File: src/rtl/lcd_timing_pkg.sv
// Shared types for the LCD timing generator: phase enums, the shadowed
// timing bundle and the phase-sequencing helpers.
package lcd_timing_pkg;

   // Shadow fields are stored at this fixed width. HW, VW and LEDW of the
   // generator must not exceed it.
   localparam int CFG_W = 16;

   typedef enum logic [2:0] {HIDLE, HSW, HBP, HACT, HFP} h_state_t;
   typedef enum logic [2:0] {VIDLE, VSW, VBP, VACT, VFP} v_state_t;
   typedef enum logic [1:0] {LE_IDLE, LE_DLY, LE_OUT} le_state_t;

   // Timing set that stays frozen for one whole frame.
   typedef struct packed {
      logic [CFG_W-1:0] hsw;
      logic [CFG_W-1:0] hbp;
      logic [CFG_W-1:0] ppl;
      logic [CFG_W-1:0] hfp;
      logic [CFG_W-1:0] vsw;
      logic [CFG_W-1:0] vbp;
      logic [CFG_W-1:0] lpp;
      logic [CFG_W-1:0] vfp;
      logic [CFG_W-1:0] led;
      logic             ihs;
      logic             ivs;
      logic             ioe;
      logic             lee;
   } lcd_timing_cfg_t;

   // Horizontal phase that follows the given one; the front porch wraps to sync.
   function automatic h_state_t next_h(input h_state_t s);
      case (s)
         HSW:     return HBP;
         HBP:     return HACT;
         HACT:    return HFP;
         default: return HSW;
      endcase
   endfunction

   // Vertical phase that follows the given one; the front porch wraps to sync.
   function automatic v_state_t next_v(input v_state_t s);
      case (s)
         VSW:     return VBP;
         VBP:     return VACT;
         VACT:    return VFP;
         default: return VSW;
      endcase
   endfunction

endpackage

File: src/rtl/lcd_le_pulse.sv
// Line-end strobe: waits 'led' clocks after a trigger, then drives le high
// for LE_PULSE clocks. Triggers while busy are ignored.
module lcd_le_pulse
   import lcd_timing_pkg::*;
#(
   parameter int LEDW     = 7,
   parameter int LE_PULSE = 2
) (
   input  logic             pixel_clk,
   input  logic             rst_n,
   input  logic             clr,
   input  logic             trig,
   input  logic [CFG_W-1:0] led,
   output logic             le
);

   localparam int PW = (LE_PULSE > 1) ? $clog2(LE_PULSE) : 1;

   le_state_t       state, state_next;
   logic [LEDW-1:0] dcnt, dcnt_next;
   logic [PW-1:0]   pcnt, pcnt_next;

   // Next-state logic for the delay/pulse sequencer.
   always_comb begin
      // NOTE: every variable written here gets a default first, so no path
      // leaves one unassigned and no latch is inferred.
      state_next = state;
      dcnt_next  = dcnt;
      pcnt_next  = pcnt;
      if (clr) begin
         state_next = LE_IDLE;
         dcnt_next  = '0;
         pcnt_next  = '0;
      end else begin
         case (state)
            LE_IDLE: begin
               if (trig) begin
                  if (led == '0) begin
                     state_next = LE_OUT;
                     pcnt_next  = '0;
                  end else begin
                     state_next = LE_DLY;
                     dcnt_next  = LEDW'(1);
                  end
               end
            end
            LE_DLY: begin
               if (CFG_W'(dcnt) == led) begin
                  state_next = LE_OUT;
                  pcnt_next  = '0;
               end else begin
                  dcnt_next = dcnt + 1'b1;
               end
            end
            LE_OUT: begin
               if (pcnt == PW'(LE_PULSE - 1)) begin
                  state_next = LE_IDLE;
               end else begin
                  pcnt_next = pcnt + 1'b1;
               end
            end
            default: state_next = LE_IDLE;
         endcase
      end
   end

   // Sequencer state and the registered strobe output.
   always_ff @(posedge pixel_clk or negedge rst_n) begin
      if (!rst_n) begin
         state <= LE_IDLE;
         dcnt  <= '0;
         pcnt  <= '0;
         le    <= 1'b0;
      end else begin
         // NOTE: sequential state uses non-blocking assignments so every flop
         // samples pre-edge values regardless of statement order.
         state <= state_next;
         dcnt  <= dcnt_next;
         pcnt  <= pcnt_next;
         le    <= (state_next == LE_OUT);
      end
   end

endmodule

File: src/rtl/lcd_timing_gen.sv
// LCD timing generator: horizontal/vertical phase FSMs, frame-boundary
// shadowing of the timing set, polarity-adjusted registered sync outputs,
// pixel coordinates and line/frame markers.
module lcd_timing_gen
   import lcd_timing_pkg::*;
#(
   parameter int HW       = 12,
   parameter int VW       = 12,
   parameter int CW       = 10,
   parameter int LEDW     = 7,
   parameter int LE_PULSE = 2
) (
   input  logic            pixel_clk,
   input  logic            rst_n,
   input  logic            lcd_en,
   input  logic [HW-1:0]   cfg_hsw,
   input  logic [HW-1:0]   cfg_hbp,
   input  logic [HW-1:0]   cfg_ppl,
   input  logic [HW-1:0]   cfg_hfp,
   input  logic [VW-1:0]   cfg_vsw,
   input  logic [VW-1:0]   cfg_vbp,
   input  logic [VW-1:0]   cfg_lpp,
   input  logic [VW-1:0]   cfg_vfp,
   input  logic            cfg_ihs,
   input  logic            cfg_ivs,
   input  logic            cfg_ioe,
   input  logic            cfg_lee,
   input  logic [LEDW-1:0] cfg_led,
   output logic            LCDLP,
   output logic            LCDFP,
   output logic            LCDENA,
   output logic            LCDLE,
   output logic [CW-1:0]   x_count,
   output logic [CW-1:0]   y_count,
   output logic            pixel_disp_on,
   output logic            line_start,
   output logic            frame_start
);

   h_state_t        h_state, h_next;
   v_state_t        v_state, v_next;
   logic [HW-1:0]   h_cnt, h_cnt_next;
   logic [VW-1:0]   v_cnt, v_cnt_next;
   lcd_timing_cfg_t sh, sh_next, cfg_in;

   logic [CFG_W-1:0] h_lim, v_lim;
   logic             h_last, v_last;
   logic             start_up, line_end, frame_end;

   logic            de_cur, de_next;
   logic            lp_next, fp_next, ena_next;
   logic [CW-1:0]   x_next, y_next;

   // Phase-length comparisons and the line/frame boundary strobes. The
   // counters are compared zero-extended, so an all-ones limit still matches
   // before the counter could wrap.
   always_comb begin
      cfg_in = '{hsw: CFG_W'(cfg_hsw), hbp: CFG_W'(cfg_hbp),
                 ppl: CFG_W'(cfg_ppl), hfp: CFG_W'(cfg_hfp),
                 vsw: CFG_W'(cfg_vsw), vbp: CFG_W'(cfg_vbp),
                 lpp: CFG_W'(cfg_lpp), vfp: CFG_W'(cfg_vfp),
                 led: CFG_W'(cfg_led),
                 ihs: cfg_ihs, ivs: cfg_ivs, ioe: cfg_ioe, lee: cfg_lee};
      case (h_state)
         HSW:     h_lim = sh.hsw;
         HBP:     h_lim = sh.hbp;
         HACT:    h_lim = sh.ppl;
         HFP:     h_lim = sh.hfp;
         default: h_lim = '0;
      endcase
      case (v_state)
         VSW:     v_lim = sh.vsw;
         VBP:     v_lim = sh.vbp;
         VACT:    v_lim = sh.lpp;
         VFP:     v_lim = sh.vfp;
         default: v_lim = '0;
      endcase
      h_last    = (CFG_W'(h_cnt) == h_lim);
      v_last    = (CFG_W'(v_cnt) == v_lim);
      start_up  = lcd_en && (h_state == HIDLE);
      line_end  = lcd_en && (h_state == HFP) && h_last;
      frame_end = line_end && (v_state == VFP) && v_last;
   end

   // Next state of both FSMs, the shadow set and every registered output.
   always_comb begin
      h_next     = h_state;
      h_cnt_next = h_cnt;
      v_next     = v_state;
      v_cnt_next = v_cnt;
      sh_next    = sh;
      y_next     = y_count;

      if (start_up || frame_end) begin
         sh_next = cfg_in;
      end

      if (!lcd_en) begin
         h_next     = HIDLE;
         h_cnt_next = '0;
         v_next     = VIDLE;
         v_cnt_next = '0;
      end else if (h_state == HIDLE) begin
         h_next     = HSW;
         h_cnt_next = '0;
         v_next     = VSW;
         v_cnt_next = '0;
      end else begin
         if (h_last) begin
            h_next     = next_h(h_state);
            h_cnt_next = '0;
         end else begin
            h_cnt_next = h_cnt + 1'b1;
         end
         if (line_end) begin
            if (v_last) begin
               v_next     = next_v(v_state);
               v_cnt_next = '0;
            end else begin
               v_cnt_next = v_cnt + 1'b1;
            end
         end
      end

      de_cur  = (h_state == HACT) && (v_state == VACT);
      de_next = (h_next == HACT) && (v_next == VACT);

      // Polarity comes from the shadow being loaded this edge, so the first
      // cycle of a new frame already shows the new polarity.
      lp_next  = lcd_en && ((h_next == HSW) ^ sh_next.ihs);
      fp_next  = lcd_en && ((v_next == VSW) ^ sh_next.ivs);
      ena_next = lcd_en && (de_next ^ sh_next.ioe);

      x_next = (de_cur && de_next) ? x_count + 1'b1 : '0;

      if (!lcd_en) begin
         y_next = '0;
      end else if (line_end && (v_state == VACT)) begin
         y_next = (v_next == VFP) ? '0 : y_count + 1'b1;
      end
   end

   // State, counters, shadow set and outputs, all updated on the same edge.
   always_ff @(posedge pixel_clk or negedge rst_n) begin
      if (!rst_n) begin
         h_state       <= HIDLE;
         v_state       <= VIDLE;
         h_cnt         <= '0;
         v_cnt         <= '0;
         sh            <= '0;
         LCDLP         <= 1'b0;
         LCDFP         <= 1'b0;
         LCDENA        <= 1'b0;
         x_count       <= '0;
         y_count       <= '0;
         pixel_disp_on <= 1'b0;
         line_start    <= 1'b0;
         frame_start   <= 1'b0;
      end else begin
         h_state       <= h_next;
         v_state       <= v_next;
         h_cnt         <= h_cnt_next;
         v_cnt         <= v_cnt_next;
         sh            <= sh_next;
         LCDLP         <= lp_next;
         LCDFP         <= fp_next;
         LCDENA        <= ena_next;
         x_count       <= x_next;
         y_count       <= y_next;
         pixel_disp_on <= lcd_en && de_next;
         line_start    <= start_up || line_end;
         frame_start   <= start_up || frame_end;
      end
   end

   lcd_le_pulse #(
      .LEDW     (LEDW),
      .LE_PULSE (LE_PULSE)
   ) u_le (
      .pixel_clk (pixel_clk),
      .rst_n     (rst_n),
      .clr       (!lcd_en),
      .trig      (line_end && sh.lee),
      .led       (sh.led),
      .le        (LCDLE)
   );

endmodule
File: config.mk
export PLATFORM = sky130hd
export DESIGN_NAME = lcd_timing_gen
export DESIGN_NICKNAME = d
export VERILOG_FILES = /design/src/rtl/lcd_timing_pkg.sv /design/src/rtl/lcd_le_pulse.sv /design/src/rtl/lcd_timing_gen.sv
export SDC_FILE = /design/constraint.sdc
export NUM_CORES = 1
export LEC_CHECK = 0
export ABC_CLOCK_PERIOD_IN_PS = 6610
export CORE_MARGIN = 4
export CORE_UTILIZATION = 54
export DETAILED_ROUTE_END_ITERATION = 10
export PLACE_DENSITY = 0.81
export SLEW_MARGIN = 20
export SYNTH_ARGS = -nofsm -noshare
export SYNTH_HDL_FRONTEND = slang
export SYNTH_SLANG_ARGS = --single-unit
File: constraint.sdc
create_clock -name pixel_clk -period 6.61 [get_ports pixel_clk]
set_clock_uncertainty 0.15 [all_clocks]
set_input_delay 1.322 -clock pixel_clk [delete_from_list [all_inputs] [get_ports pixel_clk]]
set_output_delay 1.322 -clock pixel_clk [all_outputs]
set_load 0.02 [all_outputs]
# == Word level (Yosys, flattened, before mapping) ==
# Index checks and enable logic that the tools add are counted.
# totals
output_inout_bits,27
ramBits,0
word_cells,127
latchBits,0
mem_bits_ro,0
in_bits,110
ff_bits,174
n_memories,0
# classes
reduce_logical,21
eq_ne,28
multipliers,0
mux,40
n_bitwise,3
div,0
add_sub_neg,6
n_lt_le_gt_ge,0
shifts,0
# ops
cell,count
12-bit one-hot mux with 4 select lines,2
12-bit 2-to-1 mux,7
10-bit 2-to-1 mux,4
12-bit by 16-bit equality test with 1-bit output,2
7-bit 2-to-1 mux,4
"12-bit by 1-bit adder with 12-bit output, second input constant",2
3-bit 2-to-1 mux,7
"10-bit by 1-bit adder with 10-bit output, second input constant",2
"3-bit by 2-bit equality test with 1-bit output, second input constant",6
3-bit one-hot mux with 3 select lines,2
16-bit zero test,1
1-bit logical AND,14
7-bit one-hot mux with 2 select lines,1
"3-bit by 1-bit equality test with 1-bit output, second input constant",4
2-bit 2-to-1 mux,5
"3-bit equality test, second input constant",3
"3-bit by 2-bit != test with 1-bit output, second input constant",3
4-bit AND reduction,2
"7-bit by 1-bit adder with 7-bit output, second input constant",1
7-bit equality test,1
"3-bit by 1-bit != test with 1-bit output, second input constant",2
"3-bit != test, second input constant",2
2-bit one-hot mux with 3 select lines,1
1-bit 2-to-1 mux,5
other kinds (11),15

# == Depth between registers and ports, before layout ==
# Gate-level depths: netlist (run 1).
# depth
ltp_word,11
mapped_depth,14
mapped_depth_nobuf,10

# == Hierarchy ==
# From an unflattened synthesis (run 1), not the netlist that was laid out.
# hier_totals
cells_unflattened,812
area_unflattened_um2,8887.3
# modules_own_cells
mod,seq_area_each_um2,cells_per_inst,area_each_um2,instances
lcd_timing_gen,4078.9,722,8102.8,1
lcd_le_pulse,275.3,90,784.5,1

# == Least setup slack after synthesis (run 1) ==
# No wires, ideal clock.
# synth_path
kind,input to register
start,input lcd_en
end,register LCDENA
slack_ps,3205
path_stages,6
required_time_ps,6333
arrival_time_ps,3128
path_buffers,1
setup_time_ps,127
cell_sequence,and2_1 > clkbuf_1 > or3b_1 > o31ai_4 > mux2_2 > mux2_1
# synth_rtl
item,line,rtl
"start, declared",lcd_timing_gen.sv:15,"input logic lcd_en,"
"end signal, assigned",lcd_timing_gen.sv:167,LCDENA <= ena_next;
"end, declared",lcd_timing_gen.sv:31,"output logic LCDENA,"

# == Worst setup path after layout (run 1) ==
# layout_path
start,register h_state[2]
end,register sh[126] (netlist bit)
# layout_between
elab_chain_len,7
word_cells_on_any_way,13
classes_between,5 x eq/ne; 1 x mux; 7 x reduce/logical
# layout_lines
item,line,rtl
"start, declared",lcd_timing_gen.sv:40,"h_state_t h_state, h_next;"
"start signal, assigned",lcd_timing_gen.sv:160,h_state <= h_next;
"3-bit equality test, or another cell as far along","lcd_timing_gen.sv:64, lcd_timing_gen.sv:81",
12-bit one-hot mux with 4 select lines,lcd_timing_gen.sv:64,case (h_state)
12-bit by 16-bit equality test with 1-bit output,lcd_timing_gen.sv:78,h_last = (CFG_W'(h_cnt) == h_lim);
1-bit logical AND,lcd_timing_gen.sv:81,line_end = lcd_en && (h_state == HFP) && h_last;
1-bit logical AND (2 in series),lcd_timing_gen.sv:82,frame_end = line_end && (v_state == VFP) && v_last;
1-bit logical OR *,lcd_timing_gen.sv:94,if (start_up || frame_end) begin
"end signal, assigned",lcd_timing_gen.sv:164,sh <= sh_next;
"end, declared",lcd_timing_gen.sv:44,"lcd_timing_cfg_t sh, sh_next, cfg_in;"
# Every way passes the cells marked *; elsewhere a longest branch is shown, timed or not.
# A chain may end at the register's enable or synchronous reset.

==> flow_metrics.env, run 1 <==
export IMPL_status="complete, no violations"
export IMPL_synth_area_sq_mm=0.008379
export IMPL_grt_met1_usage=0.2901
export IMPL_required_ns=6.78
export IMPL_antenna_found_initial=0
export IMPL_drc=0
export IMPL_grtUsageMet2=0.3783
export IMPL_drtAntennaViolNets=0
export IMPL_grt_ovfl_total=0
export IMPL_avgSynthCellArea_sq_um=11.20
export IMPL_timing_hold_ws_ns=0.3345
export IMPL_synthArstFlopShare=1.000
export IMPL_endpoint_kind="register"
export IMPL_hold_viol=0
export IMPL_ys_seq_area_frac=0.5196
export IMPL_crit_arrival_ns=5.02
export IMPL_ys_warnings_count=0
export IMPL_dieArea_sq_mm=0.01757
export IMPL_tritoncts="yes"
export IMPL_yosysUniqueCellTypes=49
export IMPL_crit_path_start_kind="register"
export IMPL_max_freq_ghz=0.2061
export IMPL_wirelength_um=19500
export IMPL_fillCellCount=1121
export IMPL_grt_pass1_vias=6478
export IMPL_clk_transition_reported_paths_ns=0.07
export IMPL_grt_usage=0.2286
export IMPL_tightest_slew_ns=1.017
export IMPL_fin_tns_setup_ns=0
export IMPL_min_path_type="register to register"
export IMPL_cts_buffer_depth=2
export IMPL_synth_nets=867
export IMPL_post_cts_resize_count=0
export IMPL_path_cells="nor3b_2, a22oi_1, and3_1, nor4_1, nand4_1, or3b_1, o31ai_4, buf_4, mux2_2"
export IMPL_grt_max_degree=119
export IMPL_htreeDepth=4
export IMPL_grtUsageMet3=0.05399
export IMPL_die_x_um=132.6
export IMPL_place_hpwl_um=13850
export IMPL_port_buffers=136
export IMPL_die_y_um=132.6
export IMPL_wire_per_inst_um=18.28
export IMPL_vias_per_cell=5.846
export IMPL_busiest_layer="met2"
export IMPL_cts_inserted_buffers=17
export IMPL_drt_pre_antenna_iters=5
export IMPL_crit_fanout=25
export IMPL_drive_above_1_share=0.1172
export IMPL_rsz0062_at_grt="false"
export IMPL_core_sq_mm=0.01520
export IMPL_maxCapViolCount=0
export IMPL_drtIter0Drc=457
export IMPL_cts_setup_buffers=0
export IMPL_layout_nets=986
export IMPL_setup_viol=0
export IMPL_grt_pass1_wl_um=32280
export IMPL_seq_area_sq_mm=0.004354
export IMPL_start_util=0.5512
export IMPL_vias=6238
export IMPL_rows=45
export IMPL_syn_to_final_growth_pct=24.91
export IMPL_ios=137
export IMPL_syn_instance_count=748
export IMPL_cts_hold_buf=0
export IMPL_worst_path_dominant_cell_family="simple AND/OR/NAND/NOR gates"
export IMPL_multiInputGateArea_sq_mm=0.003760
export IMPL_synth_edff_count=0
export IMPL_path_buf_inv=1
export IMPL_relSlewSlack=0.3208
export IMPL_clk_latency_ns=0.43
export IMPL_place_gp_congestion=0.9664
export IMPL_final_max_slew_viol_count=0
export IMPL_cpPeakStageDelay_ns=0.83
export IMPL_antenna_cells=0
export IMPL_synth_ff_type="dfrtp_1"
export IMPL_power_mw=3.315
export IMPL_crit_type="register to register"
export IMPL_ir_worst_vdd_mv=0.2025
export IMPL_ys_seq_elements=174
export IMPL_min_period_ns=4.852
export IMPL_clock_sinks=174
export IMPL_p_leak_nw=4.400
export IMPL_root_buffer="clkbuf_16"
export IMPL_crit_slowest_cell="nor3b_2"
export IMPL_period_share=0.7341
export IMPL_cellPowerDensity_mw_per_mm2=316.7
[final cells by class]
cell class	count	area share
flip-flops and latches	174	0.4160
multi-input cells	520	0.3592
repair buffers	141	0.1352
clock buffers	18	0.04196
well taps	188	0.02247
clock inverters	13	0.02044
inverters	13	0.004662
[cell families (layout without fill, tap and decap cells)]
logic type	Yosys count	after routing	share of synthesized area
muxes	110	110	0.1475
and+or+nand+nor	208	208	0.1257
adders and majority gates	9	9	0.01344
DFF	174	174	0.5196
xor gates and xnor gates	48	48	0.05017
buffers and inverters	54	185	0.03165
AOI/OAI and AO/OA	145	145	0.1118
[cells in the final DEF, fill, tap and decap left out, types with 5 or more instances in the layout]
master           instances
o21ai_0                 55
nand3_1                 26
dfrtp_1                174
o31ai_1                  5
nand2_1                 46
xnor2_1                 16
nor2b_1                 13
nand4_1                 10
a21oi_1                 19
mux2_1                  50
clkbuf_16               17
a31oi_1                  5
nor4_1                   9
clkdlybuf4s50_1        135
a32oi_1                  8
and3_1                  23
a22oi_1                 40
inv_1                   12
xor2_1                  32
nor2_1                  51
nand2b_1                 9
mux2_2                  58
bufinv_16                5
ha_1                     9
[power breakdown]
part / internal, mW / switching, mW / total [mW]
clock network: 0.681 / 0.418 / 1.10
logic: 0.380 / 0.319 / 0.699
registers: 1.34 / 0.174 / 1.52
total: 2.40 / 0.911 / 3.31
[cell usage after synthesis, types with 3 or more instances]
cell type	number	share of area
ha_1	9	0.013
nor2b_1	13	0.0097
xor2_1	32	0.033
and3_1	23	0.017
or2_2	3	0.0022
buf_6	6	0.0081
nor2_1	51	0.023
dfrtp_1	174	0.52
mux2_2	58	0.078
and2_1	3	0.0022
a22oi_1	40	0.036
xnor2_1	16	0.017
a32oi_1	8	0.0084
buf_2	11	0.0066
nand4_1	10	0.0075
nor4_1	9	0.0067
o21ai_0	55	0.033
a21oi_1	19	0.011
clkbuf_1	23	0.010
nand2_1	46	0.021
inv_1	12	0.0054
a31oi_1	5	0.0037
o31ai_1	5	0.0045
mux2_1	50	0.067
nand3_1	26	0.016
nand2b_1	9	0.0067
[registers in the layout, indices dropped and copies added (netlist names)]
signal         flops
u_le.le            1
h_cnt             12
u_le.dcnt          7
u_le.pcnt          1
sh               107
LCDENA             1
h_state            3
LCDFP              1
y_count           10
u_le.state         2
frame_start        1
line_start         1
LCDLP              1
v_state            3
v_cnt             12
x_count           10
pixel_disp_on      1
[worst paths after layout]
kind / endpoint / slack, ns / startpoint / cells after the start
max in group asynchronous: sh[9] / 4.18 / rst_n / 2
setup / recovery: sh[126] / 1.76 / h_state[2] / 9
setup reg to reg: sh[126] / 1.76 / h_state[2] / 9
hold / removal: sh[138] / 0.33 / sh[138] / 1
min in group asynchronous: sh[84] / 0.81 / rst_n / 1
hold reg to reg: sh[138] / 0.33 / sh[138] / 1
[layer usage]
layer  wire [um]  vias up
met2        9728      204
met5           0        -
met4         605        0
met3         947       48
met1        8223     3075
li1            -     2911
[per-stage QoR]
stage                     worst slack [ns]  utilization  instances  instance area, sq um
after global routing                 1.387       0.6885       1067                 10470
after detailed placement             1.802       0.6454       1036                  9811
after floorplan                      3.205            -        748                  8379
after CTS                            1.753       0.6883       1067                 10460
final                                1.758       0.6885       1067                 10470
after global placement               1.931       0.6454       1036                  9811
Power figures use the tool's default switching activity.
==> run 2: changes to the inputs <==
Settings changed: ABC_CLOCK_PERIOD_IN_PS 6610 to 4600.
Clock period 6.61 ns to 4.6 ns, I/O delays scaled along.
==> flow_metrics.env, run 2 (same netlist as run 1, synthesis figures left out) <==
export IMPL_clock_sinks=174
export IMPL_grt_ovfl_total=0
export IMPL_die_y_um=132.6
export IMPL_final_max_slew_viol_count=0
export IMPL_drc=0
export IMPL_grt_pass1_vias=6428
export IMPL_wire_per_inst_um=18.29
export IMPL_final_common_cell="dfrtp_1"
export IMPL_syn_to_final_growth_pct=24.91
export IMPL_setup_viol=0
export IMPL_combPwrFrac=0.223
export IMPL_clkPwrFrac=0.298
export IMPL_swShare=0.2835
export IMPL_ir_worst_vdd_mv=0.2927
export IMPL_p_leak_nw=4.429
export IMPL_most_common_layout_cells="174 x dfrtp_1, 135 x clkdlybuf4s50_1, 58 x mux2_2"
export IMPL_clk_transition_reported_paths_ns=0.06
export IMPL_top_regs="sh: 107 flops, h_cnt: 12 flops, v_cnt: 12 flops"
export IMPL_wirelength_um=19690
export IMPL_vias_per_cell=5.894
export IMPL_crit_type="register to register"
export IMPL_maxCapViolCount=0
export IMPL_internal_power_mw=3.276
export IMPL_hold_viol=0
export IMPL_period_share=0.8940
export IMPL_dieArea_sq_mm=0.01757
export IMPL_drt_pre_antenna_iters=5
export IMPL_drtIter0Drc=439
export IMPL_grt_usage=0.2276
export IMPL_required_ns=4.76
export IMPL_endpoint_kind="register"
export IMPL_antenna_cells=0
export IMPL_max_freq_ghz=0.2432
export IMPL_cts_buffer_depth=2
export IMPL_layout_nets=995
export IMPL_htreeDepth=4
export IMPL_cp_startpoint="h_state[2]"
export IMPL_ios=137
export IMPL_die_x_um=132.6
export IMPL_cts_setup_buffers=0
export IMPL_place_hpwl_um=14490
export IMPL_root_buffer="clkbuf_16"
export IMPL_tritoncts="yes"
export IMPL_status="complete, no violations"
export IMPL_timing_final_ws_setup_ns=0.4875
export IMPL_grt_pass1_wl_um=32180
export IMPL_drive_above_1_share=0.1249
export IMPL_relSlewSlack=0.3675
export IMPL_dp_slack_ns=0.5585
export IMPL_timing_hold_ws_ns=0.3259
export IMPL_ff2ff_path_depth=10
export IMPL_cts_hold_buf=0
export IMPL_drtAntennaViolNets=0
export IMPL_r2r_slack_ns=0.49
export IMPL_post_cts_resize_count=0
export IMPL_start_util=0.5512
export IMPL_tightest_slew_ns=0.9443
export IMPL_rr_startpoint="h_state[2]"
export IMPL_crit_arrival_ns=4.27
export IMPL_vias=6348
export IMPL_clk_latency_ns=0.43
export IMPL_fin_tns_setup_ns=0
export IMPL_rows=45
export IMPL_rsz0062_at_grt="false"
export IMPL_min_path_type="input port to async pin"
export IMPL_antenna_found_initial=0
export IMPL_place_gp_congestion=0.8739
export IMPL_max_flop_register="sh"
export IMPL_r2r_end="sh[71]"
export IMPL_crit_fanout=57
export IMPL_cellPowerDensity_mw_per_mm2=436.8
export IMPL_core_sq_mm=0.01520
export IMPL_largest_reg_flops=107
export IMPL_min_period_ns=4.112
export IMPL_switchingPower_mw=1.296
export IMPL_cts_inserted_buffers=17
export IMPL_grt_max_degree=69
export IMPL_crit_path_start_kind="register"
export IMPL_p_seq_frac=0.480
export IMPL_port_buffers=136
## run 2: area by class of cell
cell class | count | area, sq um
Multi-Input combinational cell | 520 | 3760
Sequential cell | 174 | 4354
Clock buffer | 22 | 474.2
Clock inverter | 10 | 88.84
Tap cell | 188 | 235.2
Timing Repair Buffer | 150 | 1505
Inverter | 13 | 48.80
Fill cell | 1131 | 4736
## run 2: metrics by stage
| stage | cells | power, mW | utilization | area (sq um) |
|---|---|---|---|---|
| 2_1_floorplan | 748 | 2.844 | - | 8379 |
| 3_3_place_gp | 1045 | 3.169 | 0.6514 | 9903 |
| 3_5_place_dp | 1045 | 3.236 | 0.6514 | 9903 |
| 4_1_cts | 1077 | 4.613 | 0.6885 | 10470 |
| 5_1_grt | 1077 | 4.806 | 0.6885 | 10470 |
| 6_report | 1077 | 4.572 | 0.6885 | 10470 |
## run 2: power by group through the flow
stage | Sequential (mW) | Clock [mW] | Combinational [mW]
after detailed placement | 2.22 | 0 | 1.02
after global placement | 2.20 | 0 | 0.972
after floorplan | 2.11 | 0 | 0.732
after global routing | 2.23 | 1.45 | 1.12
final | 2.19 | 1.36 | 1.02
after CTS | 2.19 | 1.39 | 1.03
## run 2: how the worst max path moves through the flow
stage / end / slack, ns / cells past startpoint
5_1_grt: sh[61] / 0.17 / 10
3_5_place_dp: sh[70] / 0.56 / 10
2_1_floorplan: LCDENA / 1.24 / 11
4_1_cts: sh[68] / 0.54 / 10
3_3_place_gp: sh[76] / 0.69 / 10
6_report: sh[71] / 0.49 / 10
## run 2: layer usage
| layer | wire, um | up-vias | track usage |
|---|---|---|---|
| met4 | 393 | 0 | 0.08083 |
| li1 | - | 2933 | - |
| met3 | 1011 | 35 | 0.05095 |
| met2 | 10270 | 214 | 0.3919 |
| met1 | 8019 | 3166 | 0.2834 |
| met5 | 0 | - | 0 |
## run 2: critical path: stages, from the launching register on
cell and delay [ns]:
dfrtp_1 0.41, buf_4 0.24, clkinv_1 0.30, a32oi_1 0.45, a21oi_1 0.13, nor4_1 0.31
nand4_1 0.21, or3b_1 0.50, o31ai_4 0.51, buf_12 0.35, mux2_2 0.38
